`src/rtl/npu_result_packer_if.sv`:
```
// Handshake and read-path bundle for npu_result_packer.
//   master: producer/reader side (drives capture inputs and pop)
//   slave : packer side (drives ready, FIFO head/valid/count, done)
// Signals:
//   cap_valid_i/cap_ready_o : capture handshake
//   acc_i                   : N signed accumulators, PE i at [i*W_ACC +: W_ACC]
//   shift_i, relu_en_i      : requantization controls sampled at capture
//   rd_pop_i                : pop FIFO head
//   rd_data_o, rd_valid_o   : FIFO head word and non-empty flag
//   fifo_count_o            : words held
//   done_o                  : pulse when the last word of a capture is pushed
interface npu_result_packer_if #(
  parameter int N          = 10,
  parameter int W_ACC      = 24,
  parameter int AXI_WIDTH  = 32,
  parameter int FIFO_DEPTH = 4
);
  logic                          cap_valid_i;
  logic                          cap_ready_o;
  logic [N*W_ACC-1:0]            acc_i;
  logic [4:0]                    shift_i;
  logic                          relu_en_i;
  logic                          rd_pop_i;
  logic [AXI_WIDTH-1:0]          rd_data_o;
  logic                          rd_valid_o;
  logic [$clog2(FIFO_DEPTH):0]   fifo_count_o;
  logic                          done_o;

  modport master (
    output cap_valid_i, acc_i, shift_i, relu_en_i, rd_pop_i,
    input  cap_ready_o, rd_data_o, rd_valid_o, fifo_count_o, done_o
  );

  modport slave (
    input  cap_valid_i, acc_i, shift_i, relu_en_i, rd_pop_i,
    output cap_ready_o, rd_data_o, rd_valid_o, fifo_count_o, done_o
  );
endinterface

```
`src/rtl/npu_result_packer.sv`:
```
// Snapshots N accumulator results, requantizes each to a signed byte
// (optional ReLU, round-half-up arithmetic shift, saturation), packs four
// bytes per word little-endian and queues the words in a small FIFO that
// the read path drains one word per pop.
// Ports:
//   clk     : clock, all state on rising edge
//   reset_n : asynchronous active-low reset
//   bus     : npu_result_packer_if.slave (capture handshake + read path)
module npu_result_packer #(
  parameter int N          = 10,
  parameter int W_ACC      = 24,
  parameter int DATA_WIDTH = 8,
  parameter int AXI_WIDTH  = 32,
  parameter int FIFO_DEPTH = 4
) (
  input  logic               clk,
  input  logic               reset_n,
  npu_result_packer_if.slave bus
);
  localparam int LANES   = AXI_WIDTH / DATA_WIDTH;
  localparam int LANE_W  = $clog2(LANES);
  localparam int E_W     = $clog2(N + 1);
  localparam int PTR_W   = $clog2(FIFO_DEPTH);
  localparam int CNT_W   = PTR_W + 1;
  localparam int ACC_X_W = W_ACC + 1;
  localparam logic [4:0] SHIFT_MAX = 5'(W_ACC - 1);
  localparam logic signed [ACC_X_W-1:0] SAT_MAX =
    ACC_X_W'((32'sd1 <<< (DATA_WIDTH - 1)) - 32'sd1);
  localparam logic signed [ACC_X_W-1:0] SAT_MIN = ~SAT_MAX;

  typedef enum logic [1:0] {
    ST_IDLE = 2'd0,
    ST_PACK = 2'd1,
    ST_PUSH = 2'd2
  } state_t;

  // One extra bit of headroom so the rounding add cannot overflow.
  function automatic logic [DATA_WIDTH-1:0] requant(
    input logic signed [W_ACC-1:0] acc,
    input logic [4:0]              sh,
    input logic                    relu
  );
    logic signed [ACC_X_W-1:0] x;
    logic signed [ACC_X_W-1:0] half;
    x = {acc[W_ACC-1], acc};
    if (relu && x[ACC_X_W-1]) x = '0;
    else                      x = x;
    if (sh != 5'd0) begin
      half = ACC_X_W'(1'b1) << (sh - 5'd1);
      x    = (x + half) >>> sh;
    end else begin
      x = x;
    end
    if (x > SAT_MAX)      x = SAT_MAX;
    else if (x < SAT_MIN) x = SAT_MIN;
    else                  x = x;
    requant = x[DATA_WIDTH-1:0];
  endfunction

  state_t                     state_r;
  logic                       cap_ready_r;
  logic                       done_r;
  logic                       relu_r;
  logic [N*W_ACC-1:0]         acc_r;
  logic [4:0]                 shift_r;
  logic [E_W-1:0]             elem_r;
  logic [LANE_W-1:0]          lane_r;
  logic [AXI_WIDTH-1:0]       pack_r;
  logic [AXI_WIDTH-1:0]       mem_r [FIFO_DEPTH];
  logic [PTR_W-1:0]           wr_ptr_r;
  logic [PTR_W-1:0]           rd_ptr_r;
  logic [CNT_W-1:0]           count_r;
  logic [AXI_WIDTH-1:0]       head_r;
  logic                       valid_r;

  logic signed [W_ACC-1:0]    elem_s;
  logic [DATA_WIDTH-1:0]      q_s;
  logic                       full_s;
  logic                       pop_s;
  logic                       push_s;
  logic [4:0]                 shift_clamp_s;
  logic [CNT_W-1:0]           count_next_s;
  logic [AXI_WIDTH-1:0]       head_next_s;

  // Select the snapshot element currently being packed.
  always_comb begin
    elem_s = '0;
    for (int i = 0; i < N; i++) begin
      elem_s = (elem_r == E_W'(i)) ? acc_r[i*W_ACC +: W_ACC] : elem_s;
    end
  end

  assign q_s = requant(elem_s, shift_r, relu_r);

  // Handshake qualifiers; a push may proceed into a full FIFO when a pop frees a slot.
  always_comb begin
    full_s        = (count_r == CNT_W'(FIFO_DEPTH));
    pop_s         = bus.rd_pop_i && (count_r != '0);
    push_s        = (state_r == ST_PUSH) && (!full_s || pop_s);
    shift_clamp_s = (bus.shift_i > SHIFT_MAX) ? SHIFT_MAX : bus.shift_i;
  end

  // Next FIFO occupancy and next head word.
  always_comb begin
    case ({push_s, pop_s})
      2'b10:   count_next_s = count_r + CNT_W'(1'b1);
      2'b01:   count_next_s = count_r - CNT_W'(1'b1);
      default: count_next_s = count_r;
    endcase
    // Popping the last word hands the head straight to a same-cycle push.
    if (pop_s) begin
      if (count_r == CNT_W'(1'b1)) head_next_s = push_s ? pack_r : '0;
      else                         head_next_s = mem_r[rd_ptr_r + PTR_W'(1'b1)];
    end else if (count_r == '0) begin
      head_next_s = push_s ? pack_r : '0;
    end else begin
      head_next_s = head_r;
    end
  end

  // Capture / pack / push state machine.
  always_ff @(posedge clk or negedge reset_n) begin
    if (!reset_n) begin
      state_r     <= ST_IDLE;
      cap_ready_r <= 1'b0;
      done_r      <= 1'b0;
      relu_r      <= 1'b0;
      acc_r       <= '0;
      shift_r     <= 5'd0;
      elem_r      <= '0;
      lane_r      <= '0;
      pack_r      <= '0;
    end else begin
      done_r <= 1'b0;
      case (state_r)
        ST_IDLE: begin
          if (bus.cap_valid_i && cap_ready_r) begin
            acc_r       <= bus.acc_i;
            shift_r     <= shift_clamp_s;
            relu_r      <= bus.relu_en_i;
            elem_r      <= '0;
            lane_r      <= '0;
            pack_r      <= '0;
            cap_ready_r <= 1'b0;
            state_r     <= ST_PACK;
          end else begin
            cap_ready_r <= 1'b1;
          end
        end
        ST_PACK: begin
          pack_r[lane_r*DATA_WIDTH +: DATA_WIDTH] <= q_s;
          elem_r <= elem_r + E_W'(1'b1);
          lane_r <= lane_r + LANE_W'(1'b1);
          if ((lane_r == LANE_W'(LANES - 1)) || (elem_r == E_W'(N - 1))) state_r <= ST_PUSH;
          else                                                           state_r <= ST_PACK;
        end
        ST_PUSH: begin
          if (push_s) begin
            pack_r <= '0;
            if (elem_r == E_W'(N)) begin
              done_r  <= 1'b1;
              state_r <= ST_IDLE;
            end else begin
              state_r <= ST_PACK;
            end
          end else begin
            state_r <= ST_PUSH;
          end
        end
        default: begin
          state_r     <= ST_IDLE;
          cap_ready_r <= 1'b0;
        end
      endcase
    end
  end

  // Output FIFO storage, pointers and registered head/valid/count.
  always_ff @(posedge clk or negedge reset_n) begin
    if (!reset_n) begin
      for (int i = 0; i < FIFO_DEPTH; i++) mem_r[i] <= '0;
      wr_ptr_r <= '0;
      rd_ptr_r <= '0;
      count_r  <= '0;
      head_r   <= '0;
      valid_r  <= 1'b0;
    end else begin
      if (push_s) begin
        mem_r[wr_ptr_r] <= pack_r;
        wr_ptr_r        <= wr_ptr_r + PTR_W'(1'b1);
      end else begin
        wr_ptr_r <= wr_ptr_r;
      end
      if (pop_s) rd_ptr_r <= rd_ptr_r + PTR_W'(1'b1);
      else       rd_ptr_r <= rd_ptr_r;
      count_r <= count_next_s;
      head_r  <= head_next_s;
      valid_r <= (count_next_s != '0);
    end
  end

  assign bus.cap_ready_o  = cap_ready_r;
  assign bus.done_o       = done_r;
  assign bus.rd_data_o    = head_r;
  assign bus.rd_valid_o   = valid_r;
  assign bus.fifo_count_o = count_r;
endmodule
```
`src/flat_wrapper.sv`:
```
// flat-port wrapper written by rule: the top's interface ports become plain ports
module npu_result_packer_flat 
#(
  parameter int N          = 10,
  parameter int W_ACC      = 24,
  parameter int DATA_WIDTH = 8,
  parameter int AXI_WIDTH  = 32,
  parameter int FIFO_DEPTH = 4
)
  (clk, reset_n, bus_cap_valid_i, bus_acc_i, bus_shift_i, bus_relu_en_i, bus_rd_pop_i, bus_cap_ready_o, bus_rd_data_o, bus_rd_valid_o, bus_fifo_count_o, bus_done_o);
  npu_result_packer_if #(.N(N), .W_ACC(W_ACC), .AXI_WIDTH(AXI_WIDTH), .FIFO_DEPTH(FIFO_DEPTH)) bus_i ();
  input  logic clk;
  input  logic reset_n;
  input wire logic [$bits(bus_i.cap_valid_i)-1:0] bus_cap_valid_i;
  input wire logic [$bits(bus_i.acc_i)-1:0] bus_acc_i;
  input wire logic [$bits(bus_i.shift_i)-1:0] bus_shift_i;
  input wire logic [$bits(bus_i.relu_en_i)-1:0] bus_relu_en_i;
  input wire logic [$bits(bus_i.rd_pop_i)-1:0] bus_rd_pop_i;
  output wire logic [$bits(bus_i.cap_ready_o)-1:0] bus_cap_ready_o;
  output wire logic [$bits(bus_i.rd_data_o)-1:0] bus_rd_data_o;
  output wire logic [$bits(bus_i.rd_valid_o)-1:0] bus_rd_valid_o;
  output wire logic [$bits(bus_i.fifo_count_o)-1:0] bus_fifo_count_o;
  output wire logic [$bits(bus_i.done_o)-1:0] bus_done_o;
  assign bus_i.cap_valid_i = bus_cap_valid_i;
  assign bus_i.acc_i = bus_acc_i;
  assign bus_i.shift_i = bus_shift_i;
  assign bus_i.relu_en_i = bus_relu_en_i;
  assign bus_i.rd_pop_i = bus_rd_pop_i;
  assign bus_cap_ready_o = bus_i.cap_ready_o;
  assign bus_rd_data_o = bus_i.rd_data_o;
  assign bus_rd_valid_o = bus_i.rd_valid_o;
  assign bus_fifo_count_o = bus_i.fifo_count_o;
  assign bus_done_o = bus_i.done_o;
  npu_result_packer #(.N(N), .W_ACC(W_ACC), .DATA_WIDTH(DATA_WIDTH), .AXI_WIDTH(AXI_WIDTH), .FIFO_DEPTH(FIFO_DEPTH)) u_core (.clk(clk), .reset_n(reset_n), .bus(bus_i));
endmodule
```
`config.mk`:
```
export PLATFORM = sky130hd
export DESIGN_NAME = npu_result_packer_flat
export DESIGN_NICKNAME = d
export VERILOG_FILES = /design/src/rtl/npu_result_packer_if.sv /design/src/rtl/npu_result_packer.sv /design/src/flat_wrapper.sv
export SDC_FILE = /design/constraint.sdc
export NUM_CORES = 1
export LEC_CHECK = 0
export ABC_AREA = 1
export CORE_ASPECT_RATIO = 2
export CORE_MARGIN = 10
export CORE_UTILIZATION = 35
export CTS_CLUSTER_SIZE = 30
export DETAILED_ROUTE_END_ITERATION = 6
export GPL_TIMING_DRIVEN = 0
export SYNTH_ARGS = -nofsm -noshare
export SYNTH_HDL_FRONTEND = slang
export SYNTH_SLANG_ARGS = --single-unit
```
`constraint.sdc`:
```
create_clock -name clk -period 7 [get_ports clk]
set_input_delay 2.1 -clock clk [delete_from_list [all_inputs] [get_ports clk]]
set_output_delay 2.1 -clock clk [all_outputs]
set_load 0.005 [all_outputs]
```
==> results.toml, run 1 <==
[timing]
timing.fmax_mhz = 149
relSlewSlack_pct = 8.54
hold_violations = 0
worstMarginPinSlew_ns = 1.37
maxSlewViolCount = 0
min_period_ns = 6.70
skew_ns = 0.0437
layout_setup_ws_ns = 0.304
setup_viol = 0
fin_crit_sh_pct = 95.7

[synthesis]
syn_nets = 3608
ys_ff_latch = 456
synthArstFlopShare_pct = 100
synth_top_family_by_area = "simple AND/OR/NAND/NOR gates"
synth_ff_type = "dfrtp_1"
synth_edf_count = 0
synth_xor_area_share_pct = 0.397
synth-simple-area-share_pct = 33.2
synthCells = 3311
syn_area_per_cell_um2 = 7.32
synth_cell_types = 53
synthMuxAreaShare_pct = 0.0413
synthesis.area_um2 = 24300
seq_area_frac_synth_pct = 47.1
yosys_warnings = 0
synth-compound-area-share_pct = 11.0
synth-adder-area-share_pct = 2.46

[setup_path]
end_kind = "flip-flop"
critical_path_peak_fanout = 10
cp_data_arrival_time_ns = 7.20
crit_path_max_incr_delay_ns = 0.52
cp.required_ns = 7.50
crit_top_cell = "nand2_1"
crit_type = "reg2reg"
start_kind = "flip-flop"
slowest_stage = "o211ai_1"
r2r_cells = 35

[cts]
hold_buffers = 0
clock_latency_ns = 0.62
numCtsBuffers = 44
root_buffer = "clkbuf_16"
cts_tree = "built"
clk_pin_slew_ns = 0.07
cts.htree.levels = 2
cts.sinks = 456
cts_max_path_buffers = 3

[detailed_routing]
ant_nets = 0
wirelength_mm = 102
drc_errors = 1
vias = 23800
viasPerCell = 5.18
drt_first_pass_iters = 7
drt_iter0_drc = 1627
wl_per_cell_um = 22.2

[flow_run]
maxCapViolations = 0

[placed_design]
place_congestion = 1.04
dp_slack_ns = -0.997
dp_hpwl_mm = 82.4
port_buffers = 287

[global_routing]
grt_pass1_wl_mm = 151
grt_pass1_vias = 24642
grt-ovfl-total = 0
busiest_layer = "met2"
globalRouteTotalUtil_pct = 25.0
grt_max_degree = 117
met1_usage_pct = 24.3
grt.met2_usage_pct = 44.4
grt_antenna_before_repair = 3
met3_usage_pct = 4.39

[die]
die_h_um = 392
rows = 136
die_area_um2 = 80900
start_util_pct = 35.3
die_x_um = 206
core_um2 = 68700
io_pins = 288

[final_layout]
syn2layout_area_growth_pct = 25.6
drive_above_1_share_pct = 6.37
nets = 3953

[worst_hold_path]
min_path_type = "reg2reg"
whs_path_depth = 2

[run_status]
status = "finished with violations"
failed_checks = "DRC"

[power]
p_leak_nw = 14.5
peakVddDrop_uv = 226
total_power_mw = 14.6
power_density_nw_per_um2 = 480
==> report_power, final <==
| part | switching (mW) | internal (mW) | total, mW |
|---|---|---|---|
| Combinational | 5.38 | 2.39 | 7.77 |
| Sequential | 0.597 | 3.56 | 4.15 |
| Clock | 1.15 | 1.54 | 2.69 |
| Total | 7.13 | 7.49 | 14.6 |
==> repair_timing <==
action / 4_1_cts / 5_1_grt
endpoints found under the setup margin: 28 / 28
pin swaps: 2 / 18
resized for setup: 39 / 79
buffers inserted: 2 / 6
==> routing by layer <==
| layer | share of wire (%) | vias to the layer above |
|---|---|---|
| met5 | 0 | - |
| met4 | 9.9 | 0 |
| met3 | 5.5 | 325 |
| met1 | 34 | 11143 |
| li1 | - | 11420 |
| met2 | 51 | 912 |
==> worst paths after layout <==
check	endpoint	slack [ns]	startpoint
setup / recovery	u_core.pack_r[6]	0.30	u_core.elem_r[0]
hold / removal	u_core.acc_r[71]	0.47	u_core.acc_r[71]
setup reg to reg	u_core.pack_r[6]	0.30	u_core.elem_r[0]
hold reg to reg	u_core.acc_r[71]	0.47	u_core.acc_r[71]
max in group asynchronous	u_core.mem_r[106]	3.82	reset_n
min in group asynchronous	u_core.acc_r[13]	1.33	reset_n
==> cells in the mapped netlist (3+ instances only) <==
library cell	instances	area [um2]
a21oi_1	48	240
a221oi_1	9	78.8
a31oi_1	42	263
a41oi_1	9	78.8
and2_1	3	18.8
buf_1	8	30.0
buf_2	11	55.1
buf_4	4	30.0
clkbuf_1	152	571
dfrtp_1	456	11400
ha_1	46	576
inv_1	181	679
inv_2	10	37.5
nand2_1	1434	5380
nand2_2	12	75.1
nand3_1	225	1130
nand3_2	8	80.1
nand3b_1	5	37.5
nand4_1	43	269
nor2_1	212	796
nor2_2	5	31.3
nor3_1	17	85.1
o211ai_1	46	345
o21a_1	3	22.5
o21ai_0	207	1040
o21ai_1	19	95.1
o221ai_1	11	96.3
o22ai_1	8	50.1
o311ai_0	29	254
o31ai_1	3	22.5
or2_2	9	56.3
xnor2_1	3	26.3
xor2_1	8	70.1
==> per-stage QoR <==
| step | instances | setup TNS [ns] | hold WS [ns] | util (%) | area [um2] |
|---|---|---|---|---|---|
| 4_1_cts | 4582 | 0 | 0.471 | 43.8 | 30100 |
| 2_1_floorplan | 3311 | 0 | 0.433 | - | 24300 |
| 6_report | 4592 | 0 | 0.473 | 44.3 | 30500 |
| 5_1_grt | 4588 | -0.00667 | 0.489 | 44.3 | 30500 |
| 3_3_place_gp | 4495 | -7735.73 | 0.448 | 41.1 | 28200 |
| 3_5_place_dp | 4499 | -25.99 | 0.455 | 41.3 | 28400 |
==> cell usage in the layout, fill, tap and decap left out, types with 45 or more instances in the layout <==
master           instances
nand2_1               1425
dfrtp_1                455
clkdlybuf4s50_1        286
nand3_1                216
nor2_1                 207
o21ai_0                195
inv_1                  177
clkbuf_1               147
o211ai_1                46
clkbuf_16               45
==> logic make-up (layout without fill, tap and decap cells) <==
family / after synthesis / count (layout)
buffers and inverters: 370 / 750
adder cells (fa/ha/maj): 47 / 47
flip-flops: 456 / 456
other: 0 / 4
AO/OA/AOI/OAI: 444 / 444
AND/OR/NAND/NOR: 1982 / 1982
XOR/XNOR: 11 / 11
multiplexers: 1 / 1
==> worst max-delay path: cells and delay by family (launching register included) <==
family	cells	cell delay, ns
AOI/OAI and AO/OA	9	2.22
adders and majority gates	2	0.61
buffers and inverters	5	0.78
DFF	1	0.44
and+or+nand+nor	19	2.54
==> flip-flops by register name, indices dropped and copies added, names as in the netlist <==
name / flops
u_core.state_r: 2
u_core.bus.rd_valid_o: 1
u_core.bus.rd_data_o: 32
u_core.acc_r: 240
u_core.bus.done_o: 1
u_core.wr_ptr_r: 2
u_core.rd_ptr_r: 2
u_core.relu_r: 1
u_core.lane_r: 2
u_core.shift_r: 5
u_core.pack_r: 32
u_core.mem_r: 128
u_core.bus.cap_ready_o: 1
u_core.bus.fifo_count_o: 3
u_core.elem_r: 4
==> cell type report <==
| type | instances | area [um2] |
|---|---|---|
| Buffer | 175 | 714 |
| Inverter | 195 | 737 |
| Clock inverter | 24 | 349 |
| Clock buffer | 57 | 1260 |
| Antenna cell | 4 | 10.0 |
| Timing Repair Buffer | 299 | 3050 |
| Tap cell | 897 | 1120 |
| Multi-Input combinational cell | 2485 | 11800 |
| Sequential cell | 456 | 11400 |
| Fill cell | 7172 | 38300 |
(Power assumes the default switching activity.)
==> inputs of run 2 (changes only) <==
--- a/config.mk
+++ b/config.mk
@@ -12,6 +12,7 @@
 export CTS_CLUSTER_SIZE = 30
 export DETAILED_ROUTE_END_ITERATION = 6
 export GPL_TIMING_DRIVEN = 0
+export SLEW_MARGIN = 20
 export SYNTH_ARGS = -nofsm -noshare
 export SYNTH_HDL_FRONTEND = slang
 export SYNTH_SLANG_ARGS = --single-unit
==> results.toml, run 2 (same netlist as run 1, synthesis figures left out) <==
[global_routing]
grt_antenna_before_repair = 3
grt_max_degree = 99
busiest_layer = "met2"
grt_pass1_wl_mm = 152
met3_usage_pct = 4.42
globalRouteTotalUtil_pct = 25.0
met1_usage_pct = 24.6
grt.met2_usage_pct = 44.6
grt_pass1_vias = 24427
grt-ovfl-total = 0

[final_layout]
stdcell_area_um2 = 30400
mostFrequentLayoutCells = "nand2_1 (1422), dfrtp_1 (455), clkdlybuf4s50_1 (286), nand3_1 (216), nor2_1 (202)"
top_regs = "u_core.acc_r: 240 flops, u_core.mem_r: 128 flops"
largest_reg_flops = 240
drive_above_1_share_pct = 6.40
nets = 3948
top_register = "u_core.acc_r"
syn2layout_area_growth_pct = 25.2
final_common_cell = "nand2_1"

[cts]
cts_tree = "built"
root_buffer = "clkbuf_16"
clk_pin_slew_ns = 0.07
clock_latency_ns = 0.61
numCtsBuffers = 43
cts.htree.levels = 2
cts.sinks = 456
hold_buffers = 0
cts_max_path_buffers = 3

[power]
p_leak_nw = 14.5
power_density_nw_per_um2 = 477
peakVddDrop_uv = 203

[setup_path]
slowest_stage = "o211ai_1"
cp_top_family = "simple AND/OR/NAND/NOR gates"
crit_top_cell = "nand2_1"
cp.required_ns = 7.47
critical_path_peak_fanout = 10
start_kind = "flip-flop"
crit_path_max_incr_delay_ns = 0.46
crit_type = "reg2reg"
crit_buf_inv = 7
end_kind = "flip-flop"
cp_data_arrival_time_ns = 7.16

[placed_design]
dp_slack_ns = -0.951
port_buffers = 287
dp_hpwl_mm = 82.7
place_congestion = 1.04
placed_area_um2 = 28400

[timing]
worstMarginPinSlew_ns = 1.17
relSlewSlack_pct = 21.3
hold_ws_ns = 0.470
setup_viol = 0
timing.fmax_mhz = 149
skew_ns = 0.0302
layout_setup_ws_ns = 0.309
maxSlewViolCount = 0
fin_crit_sh_pct = 95.6
min_period_ns = 6.69
fin_setup_tns_ns = 0
hold_violations = 0

[die]
rows = 136
io_pins = 288
core_um2 = 68700
die_area_um2 = 80900
die_x_um = 206
die_h_um = 392
start_util_pct = 35.3

[worst_hold_path]
min_path_type = "reg2reg"

[detailed_routing]
vias = 23786
wl_per_cell_um = 22.3
drt_iter0_drc = 1484
drc_errors = 0
ant_nets = 0
viasPerCell = 5.19
wirelength_mm = 102
drt_first_pass_iters = 5

[flow_run]
maxCapViolations = 0

[run_status]
status = "complete, no violations"
run 2: path summary, 6_finish.rpt:
check	start	to	slack, ns	cells past startpoint
worst max-delay path	u_core.elem_r[0]	u_core.pack_r[6]	0.31	37
worst min-delay path	u_core.acc_r[239]	u_core.acc_r[239]	0.47	2
worst max register to register	u_core.elem_r[0]	u_core.pack_r[6]	0.31	37
worst min register to register	u_core.acc_r[239]	u_core.acc_r[239]	0.47	2
max in group asynchronous	reset_n	u_core.mem_r[6]	4.17	3
min in group asynchronous	reset_n	u_core.acc_r[17]	1.46	1
run 2: layout make-up:
cell class | instances | area [um2]
inverters | 195 | 737
diodes | 2 | 5.00
clock inverters | 16 | 205
plain buffers | 174 | 708
well taps | 897 | 1120
multi-input cells | 2485 | 11900
flip-flops and latches | 456 | 11400
clock buffers | 64 | 1260
fillers | 7312 | 38400
repair buffers | 296 | 3050
run 2: report_power, final:
part           leakage [nW]  internal, mW  switching [mW]  total [mW]
Combinational          7.81          2.40            5.44        7.83
Clock                 0.728          1.38            1.11        2.49
Sequential             5.95          3.56           0.598        4.16
Total                  14.5          7.33            7.15        14.5
run 2: worst min-delay path, stage by stage, from the launching register on:
cell	delay, ns
dfrtp_1	0.34
nand2_1	0.05
nand2_1	0.05
run 2: repair_timing:
item / 4_1_cts / 5_1_grt
resized for setup: 40 / 93
setup endpoints to repair: 28 / 28
setup buffers: 1 / 3
hold endpoints to repair: 0 / 0
pin swaps: 1 / 20
run 2: routing by layer:
metal / part of all wire [%] / wire length, um
met3: 5.3 / 5430
met2: 51 / 52400
met5: 0.012 / 12
met1: 34 / 34900
met4: 9.4 / 9570
run 2: through the flow:
stage	total power [mW]	util (%)	std cells
finish	14.5	44.2	4585
global route	15.4	44.2	4583
CTS	14.1	43.7	4580
detailed placement	11.5	41.3	4500
global placement	11.5	41.1	4495
floorplan	8.47	-	3311
==> inputs of run 3 (changes only) <==
--- a/config.mk
+++ b/config.mk
@@ -6,12 +6,13 @@
 export NUM_CORES = 1
 export LEC_CHECK = 0
 export ABC_AREA = 1
-export CORE_ASPECT_RATIO = 2
+export CORE_ASPECT_RATIO = 1.4
 export CORE_MARGIN = 10
-export CORE_UTILIZATION = 35
+export CORE_UTILIZATION = 50
 export CTS_CLUSTER_SIZE = 30
 export DETAILED_ROUTE_END_ITERATION = 6
 export GPL_TIMING_DRIVEN = 0
+export PLACE_DENSITY = 0.73
 export SLEW_MARGIN = 20
 export SYNTH_ARGS = -nofsm -noshare
 export SYNTH_HDL_FRONTEND = slang
==> results.toml, run 3 (same netlist as run 1, synthesis figures left out) <==
[placed_design]
place_congestion = 1.05
dp_hpwl_mm = 66.3
dp.cells = 4233
port_buffers = 287

[final_layout]
seq_area_um2 = 11400
top_regs = "u_core.acc_r: 240 flops, u_core.mem_r: 128 flops"
stdcell_count = 4311
largest_reg_flops = 240
final_common_cell = "nand2_1"
num_antenna_cells = 0
nets = 3950
n_fill_cell = 4527
mostFrequentLayoutCells = "nand2_1 (1433), dfrtp_1 (456), clkdlybuf4s50_1 (286), nand3_1 (225), nor2_1 (209)"
multi_input_area_um2 = 11500
final_core_util_pct = 62.0
top_register = "u_core.acc_r"
drive_above_1_share_pct = 4.59
syn2layout_area_growth_pct = 22.7

[global_routing]
met1_usage_pct = 34.4
busiest_layer = "met2"
grt.met2_usage_pct = 49.8
met3_usage_pct = 4.52
grt-ovfl-total = 0
grt_pass1_wl_mm = 133
grt_antenna_before_repair = 1
globalRouteTotalUtil_pct = 29.3
grt_pass1_vias = 23951
grt_max_degree = 102

[timing]
skew_ns = 0.0274
hold_violations = 0
timing.fmax_mhz = 153
fin_crit_sh_pct = 93.4
maxSlewViolCount = 0
relSlewSlack_pct = 28.5
worstMarginPinSlew_ns = 1.07
min_period_ns = 6.54
setup_viol = 0

[power]
p_comb_share_pct = 50.9
switching_power_mw = 6.44
power_density_nw_per_um2 = 462
p_int_mw = 7.31
clock_power_share_pct = 18.8
peakVddDrop_uv = 231
total_power_mw = 13.8
p_leak_nw = 14.4
sw_frac_of_total_pct = 46.9
sequentialPowerShare_pct = 30.3

[detailed_routing]
wl_per_cell_um = 19.9
wirelength_mm = 85.8
drt_first_pass_iters = 6
ant_nets = 0
drc_errors = 0
viasPerCell = 5.56
drt_iter0_drc = 2138
vias = 23958

[die]
core_um2 = 48000
start_util_pct = 50.5
io_pins = 288
die_area_um2 = 57800
rows = 95
die_x_um = 206
die_h_um = 281

[cts]
cts_max_path_buffers = 3
numCtsBuffers = 46
cts.htree.levels = 2
root_buffer = "clkbuf_16"
clk_pin_slew_ns = 0.06
clock_latency_ns = 0.59
cts_tree = "built"
cts.sinks = 456

[worst_hold_path]
min_path_type = "reg2reg"
whs_path_depth = 2
hp-start = "u_core.acc_r[212]"
min_to = "u_core.acc_r[212]"

[setup_path]
r2r_start = "u_core.elem_r[0]"
start_kind = "flip-flop"
worst_r2r_endpoint = "u_core.pack_r[30]"
cp_data_arrival_time_ns = 6.98
critical_path_peak_fanout = 10
rrSetupSlack_ns = 0.46
cp.required_ns = 7.45
crit_type = "reg2reg"
r2r_cells = 35
end_kind = "flip-flop"
crit_path_max_incr_delay_ns = 0.45
slowest_stage = "dfrtp_1"
crit_top_cell = "nand3_1"

[run_status]
status = "complete, no violations"

[flow_run]
maxCapViolations = 0
==> run 3: changes by cell type in the layout (fill, tap and decap cells not counted), moves of 6 or more <==
cell,change
a21oi_1,+8
nor2_1,+7
a21oi_2,-7
nand3_2,-9
nand2_2,-9
o21ai_0,+10
nand3_1,+9
nand2_1,+11
ha_1,+6
o21ai_2,-6
==> run 3: how the worst max path moves through the flow <==
stage | start | end | slack, ns | cells past startpoint
floorplan | u_core.elem_r[0] | u_core.pack_r[17] | 2.08 | 44
global placement | reset_n | u_core.acc_r[125] | -16.19 | 1
detailed placement | u_core.elem_r[1] | u_core.pack_r[6] | 0.20 | 38
CTS | u_core.elem_r[1] | u_core.pack_r[30] | 0.15 | 38
global route | u_core.elem_r[0] | u_core.pack_r[30] | -0.00007 | 41
finish | u_core.elem_r[0] | u_core.pack_r[30] | 0.46 | 35
==> run 3: critical path: cells and delay by family (launching register included) <==
family,cells,cell delay [ns]
buf+inv,6,0.99
flops,1,0.45
fa+ha+maj,2,0.62
compound gates,6,1.31
simple gates,21,3.05
==> run 3: power groups by stage <==
stage / combinational [mW] / clock, mW / sequential, mW
global route: 7.71 / 2.71 / 4.26
finish: 7.00 / 2.59 / 4.17
global placement: 6.67 / 0 / 4.18
CTS: 6.79 / 2.61 / 4.15
floorplan: 4.47 / 0 / 4.00
detailed placement: 6.75 / 0 / 4.18
==> run 3: cell type report <==
| class | count | area share [%] |
|---|---|---|
| Timing Repair Buffer | 294 | 10.2 |
| Multi-Input combinational cell | 2485 | 38.7 |
| Buffer | 175 | 2.34 |
| Tap cell | 630 | 2.65 |
| Inverter | 195 | 2.49 |
| Sequential cell | 456 | 38.3 |
| Clock buffer | 58 | 4.26 |
| Clock inverter | 18 | 1.01 |
==> run 3: routing by layer <==
layer | share of wire [%] | wire [um]
met4 | 6.1 | 5270
met1 | 38 | 32700
met5 | 0.010 | 9
met2 | 49 | 42400
met3 | 6.3 | 5390
==> run 3: repair_timing <==
action | 4_1_cts | 5_1_grt
hold buffers | 0 | 0
setup buffers | 0 | 2
gates resized for setup | 0 | 32
endpoints found under the hold margin | 0 | 0
endpoints found under the setup margin | 0 | 28
==> run 3: through the flow <==
stage	area (um2)	hold slack, ns	setup TNS, ns	worst slack [ns]
4_1_cts	29600	0.472	0	0.151
5_1_grt	29800	0.482	-0.0000719	-0.0000719
3_3_place_gp	27900	0.449	-7352.20	-16.19
2_1_floorplan	24300	0.433	0	2.08
6_report	29800	0.470	0	0.463
3_5_place_dp	28100	0.458	0	0.203
